<file path="config.mk">
export PLATFORM = sky130hd
export DESIGN_NAME = bcd_display_ctrl
export DESIGN_NICKNAME = d
export VERILOG_FILES = /design/src/rtl/bcd_pkg.sv /design/src/rtl/seg7_encoder.sv /design/src/rtl/bcd_display_ctrl.sv
export SDC_FILE = /design/constraint.sdc
export NUM_CORES = 1
export LEC_CHECK = 0
export ABC_CLOCK_PERIOD_IN_PS = 2200
export BUFFER_PORTS_ARGS = -buffer_cell sky130_fd_sc_hd__buf_4
export CORE_AREA = 2 2 116 118
export DETAILED_ROUTE_END_ITERATION = 6
export DIE_AREA = 0 0 118 120
export PLACE_DENSITY_LB_ADDON = 0.2
export SYNTH_ARGS = -nofsm -noshare
export SYNTH_HDL_FRONTEND = slang
export SYNTH_HIERARCHICAL = 1
export SYNTH_SLANG_ARGS = --single-unit
</file>
<file path="constraint.sdc">
create_clock -name clk -period 2.2 [get_ports clk]
set_input_delay 0.33 -clock clk [delete_from_list [all_inputs] [get_ports clk]]
set_output_delay 0.33 -clock clk [all_outputs]
set_load 0.005 [all_outputs]
</file>
<file path="src/rtl/bcd_pkg.sv">
// Shared types and constants for the sequential binary-to-BCD display controller.
package bcd_pkg;

    localparam int BCD_W     = 4;
    localparam int DIGITS    = 4;
    localparam int SCRATCH_W = BCD_W * DIGITS;

    typedef enum logic [1:0] {
        IDLE  = 2'd0,
        SHIFT = 2'd1,
        DONE  = 2'd2
    } state_t;

    // Segment patterns are a..g left to right, active-low.
    localparam logic [0:6] SEG_BLANK = 7'b1111111;
    localparam logic [0:6] SEG_TABLE [10] = '{
        7'b0000001, 7'b1001111, 7'b0010010, 7'b0000110, 7'b1001100,
        7'b0100100, 7'b0100000, 7'b0001111, 7'b0000000, 7'b0000100
    };

    // Double-dabble correction: any nibble of 5 or more gets 3 added before the shift.
    function automatic logic [SCRATCH_W-1:0] add3_nibbles(input logic [SCRATCH_W-1:0] v);
        logic [SCRATCH_W-1:0] r;
        r = v;
        for (int i = 0; i < DIGITS; i++) begin
            if (v[i*BCD_W +: BCD_W] >= 4'd5) begin
                r[i*BCD_W +: BCD_W] = v[i*BCD_W +: BCD_W] + 4'd3;
            end
        end
        return r;
    endfunction

endpackage

</file>
<file path="src/rtl/seg7_encoder.sv">
// One BCD digit to active-low seven-segment pattern; non-decimal nibbles show blank.
module seg7_encoder
    import bcd_pkg::*;
(
    input  logic [3:0] digit,
    input  logic       blank,
    output logic [0:6] seg
);

    always_comb begin
        seg = SEG_BLANK;
        if (!blank && (digit <= 4'd9)) begin
            seg = SEG_TABLE[digit];
        end
    end

endmodule

</file>
<file path="src/rtl/bcd_display_ctrl.sv">
// Start/busy/done controller running an N-cycle double-dabble conversion and
// registering the four BCD digits plus their seven-segment display patterns.
module bcd_display_ctrl
    import bcd_pkg::*;
#(
    parameter int N        = 10,
    parameter int SEG      = 7,
    parameter int BLANK_LZ = 1
) (
    input  logic           clk,
    input  logic           rst_n,
    input  logic           start,
    input  logic [N-1:0]   bin_in,
    output logic           busy,
    output logic           done,
    output logic [15:0]    bcd_out,
    output logic [0:SEG-1] display_unidades,
    output logic [0:SEG-1] display_decenas,
    output logic [0:SEG-1] display_centenas,
    output logic [0:SEG-1] display_unidades_millar
);

    localparam int CNT_W = $clog2(N + 1);

    state_t               state_q, state_d;
    logic [N-1:0]         shift_q, shift_d;
    logic [SCRATCH_W-1:0] scratch_q, scratch_d;
    logic [CNT_W-1:0]     cnt_q, cnt_d;
    logic [15:0]          bcd_q, bcd_d;
    logic                 done_q, done_d;
    logic [0:SEG-1]       disp_u_q, disp_u_d;
    logic [0:SEG-1]       disp_d_q, disp_d_d;
    logic [0:SEG-1]       disp_c_q, disp_c_d;
    logic [0:SEG-1]       disp_m_q, disp_m_d;

    logic [3:0] dig_u, dig_d, dig_c, dig_m;
    logic       blank_d, blank_c, blank_m;
    logic [0:6] seg_u, seg_d, seg_c, seg_m;

    assign dig_u = scratch_q[3:0];
    assign dig_d = scratch_q[7:4];
    assign dig_c = scratch_q[11:8];
    assign dig_m = scratch_q[15:12];

    // A digit is a leading zero only if every digit above it is zero as well.
    assign blank_m = (BLANK_LZ != 0) && (dig_m == 4'd0);
    assign blank_c = blank_m && (dig_c == 4'd0);
    assign blank_d = blank_c && (dig_d == 4'd0);

    seg7_encoder u_enc_u (.digit(dig_u), .blank(1'b0),    .seg(seg_u));
    seg7_encoder u_enc_d (.digit(dig_d), .blank(blank_d), .seg(seg_d));
    seg7_encoder u_enc_c (.digit(dig_c), .blank(blank_c), .seg(seg_c));
    seg7_encoder u_enc_m (.digit(dig_m), .blank(blank_m), .seg(seg_m));

    always_comb begin
        state_d   = state_q;
        shift_d   = shift_q;
        scratch_d = scratch_q;
        cnt_d     = cnt_q;
        bcd_d     = bcd_q;
        done_d    = 1'b0;
        disp_u_d  = disp_u_q;
        disp_d_d  = disp_d_q;
        disp_c_d  = disp_c_q;
        disp_m_d  = disp_m_q;

        case (state_q)
            IDLE: begin
                if (start) begin
                    shift_d   = bin_in;
                    scratch_d = '0;
                    cnt_d     = '0;
                    state_d   = SHIFT;
                end
            end
            SHIFT: begin
                {scratch_d, shift_d} = {add3_nibbles(scratch_q), shift_q} << 1;
                cnt_d = cnt_q + 1'b1;
                if (cnt_q == CNT_W'(N - 1)) begin
                    state_d = DONE;
                end
            end
            DONE: begin
                // Visible outputs only change here, so a running conversion never flickers.
                bcd_d    = scratch_q;
                disp_u_d = seg_u;
                disp_d_d = seg_d;
                disp_c_d = seg_c;
                disp_m_d = seg_m;
                done_d   = 1'b1;
                state_d  = IDLE;
            end
            default: begin
                state_d = IDLE;
            end
        endcase
    end

    always_ff @(posedge clk or negedge rst_n) begin
        if (!rst_n) begin
            state_q   <= IDLE;
            shift_q   <= '0;
            scratch_q <= '0;
            cnt_q     <= '0;
            bcd_q     <= '0;
            done_q    <= 1'b0;
            disp_u_q  <= SEG_BLANK;
            disp_d_q  <= SEG_BLANK;
            disp_c_q  <= SEG_BLANK;
            disp_m_q  <= SEG_BLANK;
        end else begin
            state_q   <= state_d;
            shift_q   <= shift_d;
            scratch_q <= scratch_d;
            cnt_q     <= cnt_d;
            bcd_q     <= bcd_d;
            done_q    <= done_d;
            disp_u_q  <= disp_u_d;
            disp_d_q  <= disp_d_d;
            disp_c_q  <= disp_c_d;
            disp_m_q  <= disp_m_d;
        end
    end

    assign busy                    = (state_q != IDLE);
    assign done                    = done_q;
    assign bcd_out                 = bcd_q;
    assign display_unidades        = disp_u_q;
    assign display_decenas         = disp_d_q;
    assign display_centenas        = disp_c_q;
    assign display_unidades_millar = disp_m_q;

endmodule
</file>
==> results.json <==
{
  "hold_class": "input pin to flip-flop",
  "drtIter0Drc": 99,
  "clk_pin_slew_ns": 0.06,
  "grt_pass1_wl_um": 15060,
  "final_cell_mix": "73 x buf_4, 49 x dfrtp_1, 43 x o21ai_0",
  "cts.sinks": 77,
  "ys_warn_count": 6,
  "setup.worst_path.start_class": "flip-flop",
  "clockPowerShare": 0.202,
  "num_rows": 42,
  "stdcell_count": 642,
  "ios": 59,
  "synth_nets": 436,
  "crit_family": "simple AND/OR/NAND/NOR gates",
  "clock_latency_ns": 0.34,
  "diodes": 0,
  "die_area_um2": 14160,
  "synth_seq_cells": 77,
  "grtUsageMet1": 0.1758,
  "htree_levels": 3,
  "ys_seq_area_frac": 0.4422,
  "max_stage_delay_ns": 0.34,
  "postCtsSetupBuffers": 0,
  "grt_setup_unrepaired": "no",
  "grt_antenna_before_repair": 0,
  "synthMuxAreaShare": 0.1469,
  "synth-async-reset-ratio": 1.000,
  "die_x_um": 118,
  "fill_cells": 1281,
  "maxCapViolCount": 0,
  "power_frac_seq": 0.355,
  "leakagePower_nw": 2.482,
  "dp.cells": 625,
  "cp_cell_sequence": "inv_1, ha_1, nor3b_1, and3_1, and3_1, a21oi_4, o21ai_0, mux2_4",
  "track_usage": 0.1321,
  "setup_viol": 0,
  "nets": 506,
  "max-slew-margin-rel": 0.6602,
  "worst_slew_pin_slew_ns": 0.5098,
  "avgSynthCellArea_um2": 11.35,
  "synth-xor-area-share": 0.009870,
  "fin_crit_sh": 0.8575,
  "synth.area.top_cells": "dfrtp_1 28%, dfstp_2 17%, mux2_4 13%",
  "dp_hpwl_um": 5836,
  "report.final.hold_viol_count": 0,
  "path_max_fanout": 7,
  "synth_area_um2": 4437,
  "core_um2": 12980,
  "worstPathArrival_ns": 2.15,
  "fin_util": 0.4142,
  "yosysUniqueCellTypes": 40,
  "finalSetupTns_ns": 0,
  "cts_tree": "built",
  "grt.busiest_layer": "met2",
  "clock-root-buffer": "clkbuf_16",
  "min_period_ns": 1.886,
  "grt_pass1_vias": 3068,
  "io_buffers": 58,
  "die_h_um": 120,
  "synth_top_family_by_area": "compound AO/OA/AOI/OAI gates",
  "synth_top_cell_by_area": "dfrtp_1",
  "synth_cells": 391,
  "cp_num_buf_inv": 1,
  "post_drt_wl_per_cell_um": 13.20,
  "drive_above_1_share": 0.3841,
  "initial_core_util": 0.3418,
  "ant_nets": 0,
  "numCtsBuffers": 9,
  "end_kind": "flip-flop",
  "clockBufferDepth": 2,
  "critical_path.slowest_cell": "dfrtp_1",
  "critPathMostFrequentCell": "and3_1",
  "ys.flop_type": "dfrtp_1",
  "use_met2": 0.1999,
  "layout_commonest_cell": "buf_4",
  "p_per_area_nw_per_um2": 1293,
  "synth_compound_area_frac": 0.1497,
  "ctsHoldBuffers": 1,
  "via_count": 3006,
  "slew_violations": 0,
  "fmax_mhz": 530.1,
  "yosysTopAreaCellShare": 0.2764,
  "status": "completed",
  "grt.overflow.total": 0,
  "syn2layout_area_growth_pct": 21.18,
  "peakVddDrop_v": 0.0003856,
  "drc": 0,
  "worst-setup-path-type": "flip-flop to flip-flop",
  "vias_per_cell": 4.682,
  "synth-simple-area-share": 0.1007,
  "grt_use_met3": 0.03184,
  "crit_required_ns": 2.47,
  "synth_edf_count": 0,
  "first_pass_iters": 4,
  "cts_resized": 0,
  "wl_um": 8474,
  "seqCellArea_um2": 1962,
  "power_frac_comb": 0.443,
  "p_switching_w": 0.002535,
  "fin_skew_ns": 0.007722,
  "multi_input_area_um2": 2215,
  "swShare": 0.3647,
  "synth_adder_area_share": 0.09024,
  "grt_max_degree": 41,
  "p_int_w": 0.004416,
  "gp_congestion": 0.7246
}
==> stage by stage <==
| step | hold slack, ns | total power [W] | worst slack [ns] | cell area [um2] |
|---|---|---|---|---|
| 2_1_floorplan | 0.03441 | 0.004620 | 0.2836 | 4437 |
| 3_3_place_gp | 0.3418 | 0.005529 | 0.3730 | 5087 |
| 3_5_place_dp | 0.3444 | 0.005612 | 0.3185 | 5087 |
| 4_1_cts | 0.2229 | 0.007048 | 0.2856 | 5376 |
| 5_1_grt | 0.2303 | 0.007581 | 0.1437 | 5376 |
| 6_report | 0.2369 | 0.006951 | 0.3136 | 5376 |
==> synthesized netlist by cell type, types with 3 or more instances <==
library cell and number:
a21oi_4 4, o21bai_4 4, o211ai_1 4, inv_1 21
nor3_1 6, nand2_1 40, buf_12 4, buf_2 6
o311ai_0 4, a21oi_1 23, nand2b_1 9, a22oi_1 9
xnor2_1 4, ha_1 32, a22o_1 3, o21ai_0 43
dfrtp_1 49, mux2_2 5, nor2_1 15, mux2_4 39
buf_6 5, nor3b_1 3, dfstp_2 28, nand3_1 9
and2b_2 4
==> registers in the layout, indices dropped and copies added (netlist names) <==
register                 flops
bcd_out                     16
cnt_q                        4
display_centenas             7
display_decenas              7
display_unidades             7
display_unidades_millar      7
done                         1
scratch_q                   16
shift_q                     10
state_q                      2
==> worst register-to-register path, stage by stage (launching register included) <==
cell	delay, ns
dfrtp_1	0.34
inv_1	0.07
ha_1	0.24
nor3b_1	0.16
and3_1	0.21
and3_1	0.20
a21oi_4	0.19
o21ai_0	0.13
mux2_4	0.28
==> worst paths after layout <==
path / start / endpoint / slack [ns] / depth (start not counted)
max reg2reg: scratch_q[12] / display_decenas[0] / 0.31 / 8
min reg2reg: shift_q[3] / shift_q[3] / 0.48 / 2
min: bin_in[0] / shift_q[0] / 0.24 / 2
max in group asynchronous: rst_n / display_unidades_millar[4] / 1.05 / 3
min in group asynchronous: rst_n / bcd_out[2] / 0.50 / 2
max: scratch_q[12] / display_decenas[0] / 0.31 / 8
==> power groups by stage <==
stage          Sequential (W)  Clock, W  Combinational, W
6_report              0.00247   0.00140           0.00308
5_1_grt               0.00257   0.00151           0.00350
4_1_cts               0.00248   0.00144           0.00312
3_5_place_dp          0.00250         0           0.00311
3_3_place_gp          0.00249         0           0.00304
2_1_floorplan         0.00244         0           0.00218
==> cells by family (layout without fill, tap and decap cells) <==
kind of cell / Yosys count / count (layout)
adder cells (fa/ha/maj): 32 / 32
AO/OA/AOI/OAI: 99 / 99
AND/OR/NAND/NOR: 92 / 92
buffers and inverters: 40 / 115
other: 1 / 1
XOR/XNOR: 5 / 5
multiplexers: 45 / 45
flip-flops: 77 / 77
==> layout make-up <==
cell class,count,area share
multi-input cells,274,0.4119
flip-flops and latches,77,0.3649
repair buffers,77,0.1150
clock buffers,12,0.04771
well taps,176,0.04096
inverters,22,0.01536
clock inverters,4,0.004189
==> per-layer routing <==
layer,wire [um],share of wire,vias to the layer above
li1,-,-,1502
met1,4118,0.49,1444
met2,3870,0.46,51
met3,319,0.038,9
met4,165,0.019,0
met5,0,0,-
Note: power is estimated with default switching activity, not from simulation.
